## config.mk

```make
export PLATFORM = sky130hd
export DESIGN_NAME = rv_load_store_unit
export DESIGN_NICKNAME = d
export VERILOG_FILES = /design/src/rtl/rv_load_store_unit.sv
export SDC_FILE = /design/constraint.sdc
export NUM_CORES = 1
export LEC_CHECK = 0
export ABC_CLOCK_PERIOD_IN_PS = 2100
export BUFFER_PORTS_ARGS = -buffer_cell sky130_fd_sc_hd__buf_2
export CAP_MARGIN = 40
export CORE_MARGIN = 3
export CORE_UTILIZATION = 45
export DETAILED_ROUTE_END_ITERATION = 6
export GPL_TIMING_DRIVEN = 0
export PLACE_DENSITY_LB_ADDON = 0.25
export SLEW_MARGIN = 20
export SYNTH_ARGS = -nofsm -noshare
export SYNTH_HDL_FRONTEND = slang
export SYNTH_SLANG_ARGS = --single-unit
```

## constraint.sdc

```tcl
create_clock -name clk_i -period 2.1 [get_ports clk_i]
set_input_delay 0.42 -clock clk_i [delete_from_list [all_inputs] [get_ports clk_i]]
set_output_delay 0.42 -clock clk_i [all_outputs]
set_load 0.05 [all_outputs]
```

## src/rtl/rv_load_store_unit.sv

```systemverilog
// rv_load_store_unit
//   Multi-cycle load/store sequencer sitting between the core control FSM and
//   the data memory bus. A single request is accepted from control, decoded
//   into a byte size, aligned onto the bus word, and pushed through a
//   request/grant/response handshake. Loads come back sign- or zero-extended.
//   Misaligned, illegal-size, bus-error and timeout faults end the transfer
//   with a fault pulse alongside done_o.
//
// Ports
//   clk_i, reset_ni          clock, asynchronous active-low reset
//   start_i                  request strobe, only honoured while idle
//   write_i                  1 = store, 0 = load
//   funct3_i                 RISC-V size/sign field
//   addr_i, wdata_i          byte address and LSB-justified store data
//   busy_o                   high whenever the unit is not idle
//   done_o                   one-cycle completion pulse
//   rdata_o                  extended load result, held until the next done_o
//   fault_o, fault_cause_o   fault pulse and cause (01 misaligned,
//                            10 illegal size, 11 bus error/timeout)
//   bus_req_o .. bus_be_o    bus request side (word address, shifted data,
//                            byte enables)
//   bus_gnt_i                bus accepted the request
//   bus_rvalid_i             response valid (load data or store acknowledge)
//   bus_rdata_i, bus_err_i   response data and error flag

module rv_load_store_unit #(
    parameter int XLEN    = 32,
    parameter int ADDR_W  = 32,
    parameter int TIMEOUT = 255
) (
    input  logic                clk_i,
    input  logic                reset_ni,
    input  logic                start_i,
    input  logic                write_i,
    input  logic [2:0]          funct3_i,
    input  logic [ADDR_W-1:0]   addr_i,
    input  logic [XLEN-1:0]     wdata_i,
    output logic                busy_o,
    output logic                done_o,
    output logic [XLEN-1:0]     rdata_o,
    output logic                fault_o,
    output logic [1:0]          fault_cause_o,
    output logic                bus_req_o,
    output logic                bus_we_o,
    output logic [ADDR_W-1:0]   bus_addr_o,
    output logic [XLEN-1:0]     bus_wdata_o,
    output logic [XLEN/8-1:0]   bus_be_o,
    input  logic                bus_gnt_i,
    input  logic                bus_rvalid_i,
    input  logic [XLEN-1:0]     bus_rdata_i,
    input  logic                bus_err_i
);

    localparam int BE_W  = XLEN / 8;
    localparam int OFF   = $clog2(BE_W);
    localparam int CNT_W = (TIMEOUT > 0) ? $clog2(TIMEOUT + 1) : 1;
    localparam logic [CNT_W-1:0] CNT_LAST = (TIMEOUT > 0) ? CNT_W'(TIMEOUT - 1) : '0;

    localparam logic [1:0] CAUSE_MISALIGN = 2'b01;
    localparam logic [1:0] CAUSE_SIZE     = 2'b10;
    localparam logic [1:0] CAUSE_BUS      = 2'b11;

    typedef enum logic [1:0] {
        S_IDLE,
        S_REQ,
        S_RESP,
        S_DONE
    } state_e;

    state_e              state_q, state_d;
    logic                write_q, write_d;
    logic                unsigned_q, unsigned_d;
    logic [1:0]          size_q, size_d;
    logic [ADDR_W-1:0]   addr_q, addr_d;
    logic [XLEN-1:0]     wdata_q, wdata_d;
    logic [CNT_W-1:0]    cnt_q, cnt_d;
    logic                fault_q, fault_d;
    logic [1:0]          cause_q, cause_d;
    logic [XLEN-1:0]     rdata_q, rdata_d;

    logic [1:0]          reqSize;
    logic                reqUnsigned;
    logic                reqIllegal;
    logic                reqMisaligned;
    logic [OFF-1:0]      sizeMask;
    logic [OFF-1:0]      byteOff;
    logic [BE_W-1:0]     beMask;
    logic [XLEN-1:0]     loadShifted;
    logic [XLEN-1:0]     loadExt;
    logic                loadSign;
    logic                busActive;
    logic                timeoutHit;

    // Decode the incoming request into log2(size), signedness and legality.
    // Size is kept as log2 bytes so it doubles as the alignment mask width.
    always_comb begin
        reqSize     = 2'd0;
        reqUnsigned = 1'b0;
        reqIllegal  = 1'b0;
        if (write_i) begin
            reqSize    = funct3_i[1:0];
            reqIllegal = funct3_i[2] || ((funct3_i[1:0] == 2'b11) && (XLEN == 32));
        end else begin
            case (funct3_i)
                3'b000: reqSize = 2'd0;
                3'b001: reqSize = 2'd1;
                3'b010: reqSize = 2'd2;
                3'b100: begin reqSize = 2'd0; reqUnsigned = 1'b1; end
                3'b101: begin reqSize = 2'd1; reqUnsigned = 1'b1; end
                3'b011: begin reqSize = 2'd3; reqIllegal = (XLEN == 32); end
                3'b110: begin
                    reqSize     = 2'd2;
                    reqUnsigned = 1'b1;
                    reqIllegal  = (XLEN == 32);
                end
                default: reqIllegal = 1'b1;
            endcase
        end
        for (int i = 0; i < OFF; i++) begin
            sizeMask[i] = (i < int'(reqSize));
        end
        reqMisaligned = |(addr_i[OFF-1:0] & sizeMask);
    end

    // Lane alignment for the registered request and load-data extraction.
    always_comb begin
        byteOff = addr_q[OFF-1:0];
        for (int i = 0; i < BE_W; i++) begin
            beMask[i] = (i < (int'(1) << size_q));
        end
        loadShifted = bus_rdata_i >> {byteOff, 3'b000};
        case (size_q)
            2'd0:    loadSign = loadShifted[7];
            2'd1:    loadSign = loadShifted[15];
            2'd2:    loadSign = loadShifted[31];
            default: loadSign = loadShifted[XLEN-1];
        endcase
        loadSign = loadSign & ~unsigned_q;
        loadExt  = loadShifted;
        for (int i = 0; i < XLEN; i++) begin
            if (i >= (8 << size_q)) begin
                loadExt[i] = loadSign;
            end
        end
    end

    // The abort fires on the last permitted REQ/RESP cycle so the bus sees at
    // most TIMEOUT cycles of activity. A grant in that same cycle loses to the
    // abort, but a response in that cycle still completes normally.
    assign timeoutHit = (TIMEOUT != 0) && (cnt_q == CNT_LAST);

    // Next-state and request-field capture.
    always_comb begin
        state_d    = state_q;
        write_d    = write_q;
        unsigned_d = unsigned_q;
        size_d     = size_q;
        addr_d     = addr_q;
        wdata_d    = wdata_q;
        cnt_d      = cnt_q;
        fault_d    = fault_q;
        cause_d    = cause_q;
        rdata_d    = rdata_q;
        case (state_q)
            S_IDLE: begin
                if (start_i) begin
                    write_d    = write_i;
                    unsigned_d = reqUnsigned;
                    size_d     = reqSize;
                    addr_d     = addr_i;
                    wdata_d    = wdata_i;
                    cnt_d      = '0;
                    fault_d    = 1'b0;
                    cause_d    = 2'b00;
                    state_d    = S_REQ;
                    if (reqIllegal) begin
                        fault_d = 1'b1;
                        cause_d = CAUSE_SIZE;
                        state_d = S_DONE;
                    end else if (reqMisaligned) begin
                        fault_d = 1'b1;
                        cause_d = CAUSE_MISALIGN;
                        state_d = S_DONE;
                    end
                end
            end
            S_REQ: begin
                cnt_d = cnt_q + CNT_W'(1);
                if (timeoutHit) begin
                    fault_d = 1'b1;
                    cause_d = CAUSE_BUS;
                    state_d = S_DONE;
                end else if (bus_gnt_i) begin
                    state_d = S_RESP;
                end
            end
            S_RESP: begin
                cnt_d = cnt_q + CNT_W'(1);
                if (bus_rvalid_i) begin
                    if (bus_err_i) begin
                        fault_d = 1'b1;
                        cause_d = CAUSE_BUS;
                    end else if (!write_q) begin
                        rdata_d = loadExt;
                    end
                    state_d = S_DONE;
                end else if (timeoutHit) begin
                    fault_d = 1'b1;
                    cause_d = CAUSE_BUS;
                    state_d = S_DONE;
                end
            end
            S_DONE: begin
                state_d = S_IDLE;
            end
            default: begin
                state_d = S_IDLE;
            end
        endcase
    end

    // State and request registers; reset aborts any transfer immediately.
    always_ff @(posedge clk_i or negedge reset_ni) begin
        if (!reset_ni) begin
            state_q    <= S_IDLE;
            write_q    <= 1'b0;
            unsigned_q <= 1'b0;
            size_q     <= 2'd0;
            addr_q     <= '0;
            wdata_q    <= '0;
            cnt_q      <= '0;
            fault_q    <= 1'b0;
            cause_q    <= 2'b00;
            rdata_q    <= '0;
        end else begin
            state_q    <= state_d;
            write_q    <= write_d;
            unsigned_q <= unsigned_d;
            size_q     <= size_d;
            addr_q     <= addr_d;
            wdata_q    <= wdata_d;
            cnt_q      <= cnt_d;
            fault_q    <= fault_d;
            cause_q    <= cause_d;
            rdata_q    <= rdata_d;
        end
    end

    // Bus fields are only driven while a transfer is on the bus so that an
    // idle or faulted unit presents all-zero outputs.
    assign busActive     = (state_q == S_REQ) || (state_q == S_RESP);
    assign busy_o        = (state_q != S_IDLE);
    assign done_o        = (state_q == S_DONE);
    assign fault_o       = done_o & fault_q;
    assign fault_cause_o = fault_o ? cause_q : 2'b00;
    assign rdata_o       = rdata_q;
    assign bus_req_o     = (state_q == S_REQ);
    assign bus_we_o      = busActive & write_q;
    assign bus_addr_o    = busActive ? (addr_q & ~ADDR_W'(BE_W - 1)) : '0;
    assign bus_be_o      = busActive ? (beMask << byteOff) : '0;
    assign bus_wdata_o   = busActive ? (wdata_q << {byteOff, 3'b000}) : '0;

endmodule

```

==> flow_metrics.tcl, run 1 <==
set metrics [dict create \
    num_vias 5408 \
    grt.total_usage 0.261 \
    timing.rr.start "state_q[0]" \
    final_cells 1008 \
    drv_cap 0 \
    reg2reg_depth 8 \
    drive_gt1_frac 0.583 \
    slew_headroom 0.650 \
    via_per_inst 5.37 \
    status "finished with violations" \
    fillCellCount 909 \
    synthArstFlopShare 1.00 \
    diodes 0 \
    synth_top_flop_cell "dfrtp_1" \
    path_cells "buf_6 -> buf_12 -> mux2i_2 -> o21ai_1 -> and2_2 -> buf_6" \
    chipWidth_um 122 \
    synth.distinct_cells 51 \
    synth-seq-cells 113 \
    gp_congestion 0.832 \
    wire_per_inst_um 19.2 \
    rsz0062_at_grt "true" \
    pin_count 213 \
    netlist_area_um2 6080 \
    coreArea_um2 12900 \
    root_buffer "clkbuf_16" \
    yosysMostFrequentCell "dfrtp_1" \
    timing.rr.end "rdata_o[6]" \
    htreeDepth 4 \
    violations "negative setup slack" \
    slowest_stage "dfrtp_1" \
    critPathBufInv 3 \
    grt_max_degree 73 \
    fin_ws_ps -185 \
    rrSetupSlack_ps 90 \
    cts.sinks 113 \
    fmaxAchievable_ghz 0.438 \
    overflow 0 \
    row_count 41 \
    cpMostUsedCell "buf_6" \
    critPathRequiredTime_ps 1680 \
    nets 936 \
    grt_pass1_wl_um 29800 \
    synth-seq-area-share 0.465 \
    area_delta_synth_final_pct 56.4 \
    floorplan.die.height_um 122 \
    finalCriticalPeriod_ps 2280 \
    cts_made_buffers 17 \
    wl_um 19300 \
    avgSynthCellArea_um2 10.8 \
    cts_tree "done" \
    final-seq-area_um2 2830 \
    cp.arrival_ps 1860 \
    port_buffers 210 \
    cpPeakStageDelay_ps 400 \
    crit_type "reg -> out" \
    setup_viol_count_final 67 \
    first_global_vias 5611 \
    synth_common_cells "113 x dfrtp_1, 75 x mux2_2, 58 x and2_1, 47 x nand2_1, 39 x mux2i_1" \
    firstDrtPassIters 4 \
    crit_start "addr_q[1]" \
    synthTopCellsByArea "dfrtp_1 47%, mux2_2 14%, mux2i_1 6.4%" \
    endpoint_kind "output pin" \
    cpLargestDelayFamily "buffers and inverters" \
    placed_cells 946 \
    cp-start-kind "flip-flop" \
    worstMarginPinSlew_ps 525 \
    yosys.area.top_type "dfrtp_1" \
    cts.clk_slew.worst_paths_ps 50 \
    synth_top_cell_area_share 0.465 \
    hpwl_um 13000 \
    cp_max_fo 5 \
    syn-instance-count 562 \
    crit_end "bus_wdata_o[23]" \
    route.detailed.drc 0 \
    period_share 1.09 \
    drt_iter0_drc 352 \
    grt_antenna_before_repair 2 \
    hold_viol_final 0 \
    start_util 0.470 \
    finalClockSkew_ps 5.95 \
    ys_warn_count 0 \
    multi_input_area_um2 3440 \
    cp_num_cells 6 \
    clk_path_buf_depth 2 \
    slew_viol_final 0 \
    clock_insertion_delay_worst_skew_ps 410 \
    die_area_um2 14900 \
    hp-class "in -> reg" \
    postRouteAntennaNets 0 \
    synth-edff-count 0 \
]
[state kept, by name, indices dropped and copies added (netlist names)]
signal      cells
wdata_q        32
size_q          2
cnt_q           8
unsigned_q      1
fault_q         1
cause_q         2
rdata_o        32
state_q         2
write_q         1
addr_q         32
[cells by family after synthesis]
kind of cell,after synthesis,share of synthesized area
other,1,0.000617
buffers and inverters,46,0.0360
AND/OR/NAND/NOR,185,0.157
AO/OA/AOI/OAI,89,0.112
XOR/XNOR,6,0.00865
adder cells (fa/ha/maj),6,0.0124
flip-flops,113,0.465
multiplexers,116,0.208
[layout by cell type, fill, tap and decap left out, types with 9 or more instances in the layout]
cell	count
a211oi_1	11
a21oi_1	10
and2_1	11
and2_2	25
and2_4	22
buf_12	9
buf_2	152
buf_4	28
buf_6	44
buf_8	37
clkbuf_16	19
dfrtp_1	113
mux2_2	75
mux2i_1	25
mux2i_4	9
nand2_1	47
nor2_1	27
nor2b_1	9
o21ai_0	17
o22a_1	16
[what timing repair did]
item / 4_1_cts / 5_1_grt
endpoints found under the hold margin: 41 / 0
gates resized for setup: 230 / 96
hold buffers: 1 / 0
buffers inserted: 19 / 10
pin swaps: 3 / 9
gates cloned: 2 / 1
setup endpoints to repair: 83 / 97
[final cells by class]
| class | count | area share |
|---|---|---|
| buffer | 36 | 0.0432 |
| clock buffer | 20 | 0.0481 |
| clock inverter | 11 | 0.0195 |
| inverter | 8 | 0.00355 |
| multi-input combinational | 404 | 0.362 |
| sequential | 113 | 0.298 |
| tap | 172 | 0.0226 |
| timing repair buffer | 244 | 0.204 |
[stage by stage]
step | hold WS (ps) | setup TNS (ps) | area (um^2) | setup WS, ps | util
after floorplan | 124 | -245 | 6190 | -84.0 | -
after detailed placement | 364 | -30350 | 7490 | -676 | 0.580
final | 236 | -5100 | 9500 | -185 | 0.735
after global placement | 480 | -107080 | 7460 | -716 | 0.577
after global routing | 233 | -8930 | 9500 | -245 | 0.735
after CTS | 227 | -8660 | 9080 | -216 | 0.702
[worst min-delay path by stage]
stage                start          end  cells after the start
2_1_floorplan     reset_ni    addr_q[0]                      0
3_3_place_gp    addr_q[28]   addr_q[28]                      1
3_5_place_dp      reset_ni   wdata_q[4]                      1
4_1_cts         addr_i[15]   addr_q[15]                      2
5_1_grt         addr_i[30]   addr_q[30]                      2
6_report       wdata_i[23]  wdata_q[23]                      2
[routing by layer]
metal  GRT usage  up-vias  routed length, um
met5           0        -                 27
li1            -     2510                  -
met4      0.0784        4                371
met1       0.319     2642               7540
met3      0.0752       37               1570
met2       0.447      215               9800
Power of run 1 is left out: the tool's default activity adds up to more than one toggle a clock period on the data nets, which glitch-free logic cannot reach.
==> inputs of run 2 (changes only) <==
--- a/config.mk
+++ b/config.mk
@@ -5,9 +5,8 @@
 export SDC_FILE = /design/constraint.sdc
 export NUM_CORES = 1
 export LEC_CHECK = 0
-export ABC_CLOCK_PERIOD_IN_PS = 2100
 export BUFFER_PORTS_ARGS = -buffer_cell sky130_fd_sc_hd__buf_2
-export CAP_MARGIN = 40
+export CAP_MARGIN = 30
 export CORE_MARGIN = 3
 export CORE_UTILIZATION = 45
 export DETAILED_ROUTE_END_ITERATION = 6
==> constraint.sdc (replaced) <==
create_clock -name clk_i -period 2.6 [get_ports clk_i]
set_input_delay 0.52 -clock clk_i [delete_from_list [all_inputs] [get_ports clk_i]]
set_output_delay 0.52 -clock clk_i [all_outputs]
set_load 0.05 [all_outputs]
==> run 2 against run 1 <==
Net effect:
- the flow now finishes without violations
- utilization decreased by 10 points
- critical endpoint is now bus_wdata_o[2]
- hold slack lost 210 ps
- sequential share of layout area increased by 4.7 points
- setup slack improved by 270 ps
- flip-flop and latch count stayed put
- via count down 0.70%
- register-to-register slack improved by 460 ps
- first-iteration DRC count increased by 6.5%
- routed wire length shrank 6.5%
- highest routed layer unchanged
- global-route usage shrank 1.9 points
- critical path depth up 1
==> flow_metrics.tcl, run 2 (synthesis gave the netlist of run 1 again) <==
set metrics [dict create \
    firstDrtPassIters 5 \
    cts.sinks 113 \
    timing.rr.start "state_q[0]" \
    die_area_um2 14900 \
    via_per_inst 5.47 \
    cpPeakStageDelay_ps 350 \
    worstMarginPinSlew_ps 473 \
    nets 909 \
    port_buffers 210 \
    overflow 0 \
    crit_type "reg -> out" \
    postRouteAntennaNets 0 \
    area_delta_synth_final_pct 35.1 \
    fmaxAchievable_ghz 0.397 \
    hpwl_um 13200 \
    finalClockSkew_ps 4.61 \
    hp-class "in -> async" \
    wire_per_inst_um 18.4 \
    cp_max_fo 11 \
    slew_headroom 0.676 \
    pin_count 213 \
    period_share 0.969 \
    cpMostUsedCell "buf_4" \
    root_buffer "clkbuf_16" \
    status "finished clean" \
    first_global_vias 5586 \
    drt_iter0_drc 375 \
    route.detailed.drc 0 \
    grt_max_degree 69 \
    cpLargestDelayFamily "buffers and inverters" \
    coreArea_um2 12900 \
    rrSetupSlack_ps 550 \
    htreeDepth 4 \
    finalCriticalPeriod_ps 2520 \
    hold_viol_final 0 \
    final_cell_mix "188 x buf_2, 112 x dfrtp_1, 75 x mux2_2" \
    cts_made_buffers 17 \
    hold_ws_ps 29.2 \
    slew_viol_final 0 \
    chipWidth_um 122 \
    gp_congestion 0.891 \
    row_count 41 \
    critPathBufInv 3 \
    grt.total_usage 0.242 \
    cp-start-kind "flip-flop" \
    endpoint_kind "output pin" \
    final_common_cell "buf_2" \
    clk_path_buf_depth 2 \
    grt_antenna_before_repair 1 \
    drive_gt1_frac 0.459 \
    diodes 0 \
    path_cells "inv_1 -> ha_4 -> nand2b_1 -> buf_4 -> nor2_4 -> and2_1 -> buf_4" \
    cts_tree "done" \
    setup_viol_count_final 0 \
    start_util 0.470 \
    floorplan.die.height_um 122 \
    wl_um 18100 \
    drv_cap 0 \
    cts.clk_slew.worst_paths_ps 50 \
    critPathRequiredTime_ps 2080 \
    timing.rr.end "rdata_o[4]" \
    num_vias 5370 \
    fin_setup_tns_ps 0 \
    clock_insertion_delay_worst_skew_ps 410 \
    grt_pass1_wl_um 27700 \
    slowest_stage "dfrtp_1" \
    reg2reg_depth 6 \
    cp.arrival_ps 2000 \
]
[run 2: changes by cell type in the layout (fill, tap and decap cells not counted), moves of 22 or more]
| cell | before | now |
|---|---|---|
| and2_4 | 22 | 0 |
| buf_2 | 152 | 188 |
| and2_2 | 25 | 0 |
| buf_8 | 37 | 1 |
| buf_6 | 44 | 9 |
| and2_1 | 11 | 58 |
[run 2: how the worst max path moves through the flow]
| stage | startpoint | end | depth (start not counted) |
|---|---|---|---|
| final | state_q[1] | bus_wdata_o[2] | 7 |
| after CTS | addr_q[1] | bus_wdata_o[23] | 6 |
| after global placement | state_q[1] | bus_wdata_o[24] | 6 |
| after floorplan | state_q[1] | bus_wdata_o[0] | 6 |
| after global routing | addr_q[0] | bus_wdata_o[11] | 7 |
| after detailed placement | state_q[0] | bus_wdata_o[24] | 6 |
[run 2: metrics by stage]
stage | worst slack [ps] | area (um^2) | cells | util
5_1_grt | -0.742 | 8210 | 981 | 0.635
6_report | 81.2 | 8210 | 981 | 0.635
2_1_floorplan | 51.5 | 6080 | 563 | -
3_5_place_dp | -369 | 7380 | 946 | 0.571
3_3_place_gp | -369 | 7350 | 945 | 0.568
4_1_cts | -11.0 | 8150 | 979 | 0.630
[run 2: repair_timing]
item	in CTS	in global routing
pin swaps	1	1
resized for setup	61	17
setup buffers	1	1
setup endpoints to repair	67	64
hold buffers	0	0
cloned	1	0
[run 2: area by class of cell]
class                      instances  area (um^2)
buffer                            38          273
inverter                           8         30.0
timing repair buffer             214         1200
tap                              172          215
clock buffer                      20          447
multi-input combinational        405         3080
fill                            1089         4720
clock inverter                    11          139
sequential                       113         2830
[run 2: worst register-to-register path, delay by kind of cell (launching register included)]
kind | cells | cell delay (ps)
buf+inv | 2 | 420
fa+ha+maj | 1 | 270
mux | 1 | 370
simple gates | 2 | 490
flops | 1 | 390
[run 2: routing by layer]
layer	vias to the layer above	routed length, um	GRT usage
met1	2633	7040	0.283
met3	37	1610	0.0831
met4	2	340	0.0784
met2	254	9060	0.418
li1	2444	-	-
met5	-	13	0
Power of run 2 is left out for the same reason.
==> inputs of run 3 (changes only) <==
--- a/config.mk
+++ b/config.mk
@@ -5,12 +5,12 @@
 export SDC_FILE = /design/constraint.sdc
 export NUM_CORES = 1
 export LEC_CHECK = 0
+export ABC_AREA = 1
 export BUFFER_PORTS_ARGS = -buffer_cell sky130_fd_sc_hd__buf_2
 export CAP_MARGIN = 30
 export CORE_MARGIN = 3
 export CORE_UTILIZATION = 45
 export DETAILED_ROUTE_END_ITERATION = 6
-export GPL_TIMING_DRIVEN = 0
 export PLACE_DENSITY_LB_ADDON = 0.25
 export SLEW_MARGIN = 20
 export SYNTH_ARGS = -nofsm -noshare
==> run 3 against run 2 <==
Net effect:
- via count is 17% higher
- highest routed layer is now met4
- cell count is 26% higher
- synthesized cell count up 50%
- setup slack worse by 41 ps
- critical path type unchanged
- global-route usage up 1.4 points
- count of clock-buffer cells in the layout down 1
- sequential share of layout area is 0.57 points lower
- non-clock buffer count fell by 17
- critical path depth did not move
- hold slack improved by 140 ps
==> flow_metrics.tcl, run 3 <==
set metrics [dict create \
    synth.distinct_cells 38 \
    yosys.area.top_type "dfrtp_1" \
    cpMostUsedCell "buf_4" \
    synthArstFlopShare 1.00 \
    hp-class "in -> async" \
    period_share 0.984 \
    setup_viol_count_final 0 \
    grt_max_degree 114 \
    clk_path_buf_depth 2 \
    crit_type "reg -> out" \
    cts.sinks 113 \
    grt_pass1_wl_um 29700 \
    cts_made_buffers 17 \
    chipWidth_um 122 \
    slew_headroom 0.563 \
    wl_met2_um 8920 \
    fmaxAchievable_ghz 0.391 \
    port_buffers 210 \
    synth_top_flop_cell "dfrtp_1" \
    coreArea_um2 12900 \
    drt_iter0_drc 597 \
    wire_per_inst_um 15.5 \
    die_area_um2 14900 \
    gp_congestion 0.871 \
    cts_hold_buffers 0 \
    root_buffer "clkbuf_16" \
    avgSynthCellArea_um2 7.19 \
    firstDrtPassIters 5 \
    cp_max_fo 13 \
    cp.arrival_ps 2040 \
    critPathRequiredTime_ps 2080 \
    fin_setup_tns_ps 0 \
    overflow 0 \
    synth-edff-count 0 \
    grt.total_usage 0.256 \
    path_cells "inv_2 -> ha_4 -> buf_4 -> nand2_2 -> o32ai_4 -> buf_4 -> buf_12" \
    finalCriticalPeriod_ps 2560 \
    area_delta_synth_final_pct 37.5 \
    pin_count 213 \
    rsz0062_at_grt "true" \
    cp-start-kind "flip-flop" \
    syn-instance-count 844 \
    top_layer "met4" \
    timing.rr.start "state_q[0]" \
    nets 1165 \
    reg2reg_depth 9 \
    grt_antenna_before_repair 0 \
    via_per_inst 5.08 \
    drive_gt1_frac 0.305 \
    start_util 0.471 \
    diodes 0 \
    synth_common_cells "310 x nand2_1, 113 x dfrtp_1, 105 x nor2_1, 81 x inv_1, 49 x a21oi_1" \
    synthTopCellsByArea "dfrtp_1 47%, nand2_1 19%, nor2_1 6.5%" \
    wl_met1_um 8100 \
    dr_wl_met3_um 1920 \
    synth-seq-cells 113 \
    netlist_area_um2 6070 \
    route.detailed.drc 0 \
    floorplan.die.height_um 122 \
    num_vias 6290 \
    synth-seq-area-share 0.466 \
    endpoint_kind "output pin" \
    cts.clk_slew.worst_paths_ps 60 \
    synth_top_cell_area_share 0.466 \
    status "finished clean" \
    first_global_vias 5951 \
    clock_insertion_delay_worst_skew_ps 410 \
    yosysMostFrequentCell "nand2_1" \
    finalClockSkew_ps 9.46 \
    cts_tree "done" \
    slew_viol_final 0 \
    worstMarginPinSlew_ps 649 \
    htreeDepth 4 \
    postRouteAntennaNets 0 \
    slowest_stage "dfrtp_1" \
    crit_start "state_q[0]" \
    drv_cap 0 \
    row_count 41 \
    ys_warn_count 0 \
    hold_viol_final 0 \
    final_cell_mix "308 x nand2_1, 187 x buf_2, 112 x dfrtp_1" \
    cpPeakStageDelay_ps 370 \
    wl_um 19200 \
    final_common_cell "nand2_1" \
    hpwl_um 13500 \
]
## run 3: cell count changes in the layout (fill, tap and decap cells not counted), moves of 9 or more
cell / delta
o21ai_0: +17
nand3_1: +15
and3_1: -12
nor2b_1: -9
nand2_1: +261
mux2_2: -75
a21oi_2: +10
inv_1: +72
a211oi_1: -12
a21oi_1: +39
mux2i_1: -38
nor2_1: +58
o22a_1: -16
and2_1: -58
## run 3: repair_timing
action                     4_1_cts  5_1_grt
buffers inserted                 2        3
resized for setup               22       28
setup endpoints to repair       52       22
gates cloned                     0        0
## run 3: per-stage QoR
stage | hold slack, ps | worst slack (ps) | util | instances | area, um^2
2_1_floorplan | 224 | -454 | - | 845 | 6140
3_3_place_gp | 459 | 102 | 0.576 | 1201 | 7420
3_5_place_dp | 460 | -26.3 | 0.576 | 1201 | 7420
4_1_cts | 218 | -14.0 | 0.639 | 1235 | 8220
5_1_grt | 224 | -43.5 | 0.648 | 1238 | 8350
6_report | 168 | 40.7 | 0.648 | 1238 | 8350
## run 3: layer usage
metal / up-vias / global-route usage
met5: - / 0
met4: 0 / 0.0812
met3: 30 / 0.0789
met2: 315 / 0.411
met1: 2879 / 0.333
li1: 3066 / -
## run 3: cell type report
type,count,area (um^2)
repair buffers,235,1380
fillers,1160,4530
multi-input cells,596,2870
clock buffers,19,453
clock inverters,13,256
inverters,90,345
flip-flops and latches,113,2830
well taps,172,215
## run 3: worst max-delay path: cells and delay by family, from the launching register on
kind / cells / cell delay (ps)
AOI/OAI and AO/OA: 1 / 200
adders and majority gates: 1 / 280
buffers and inverters: 4 / 550
DFF: 1 / 370
and+or+nand+nor: 1 / 220
## run 3: final timing paths
check,endpoint,slack (ps)
max in group asynchronous,addr_q[0],1860
setup / recovery,bus_wdata_o[28],40
setup reg to reg,rdata_o[11],560
hold reg to reg,rdata_o[6],470
min in group clk_i,addr_q[29],300
hold / removal,rdata_o[4],170
## run 3: cell families (layout without fill, tap and decap cells)
logic type,Yosys count,count (layout),share of synthesized area
simple gates,447,447,0.292
xor+xnor,2,2,0.00289
buf+inv,136,357,0.0913
flops,113,113,0.466
other cells,1,2,0.000618
fa+ha+maj,6,6,0.0124
compound gates,139,139,0.135
Power of run 3 is left out for the same reason.
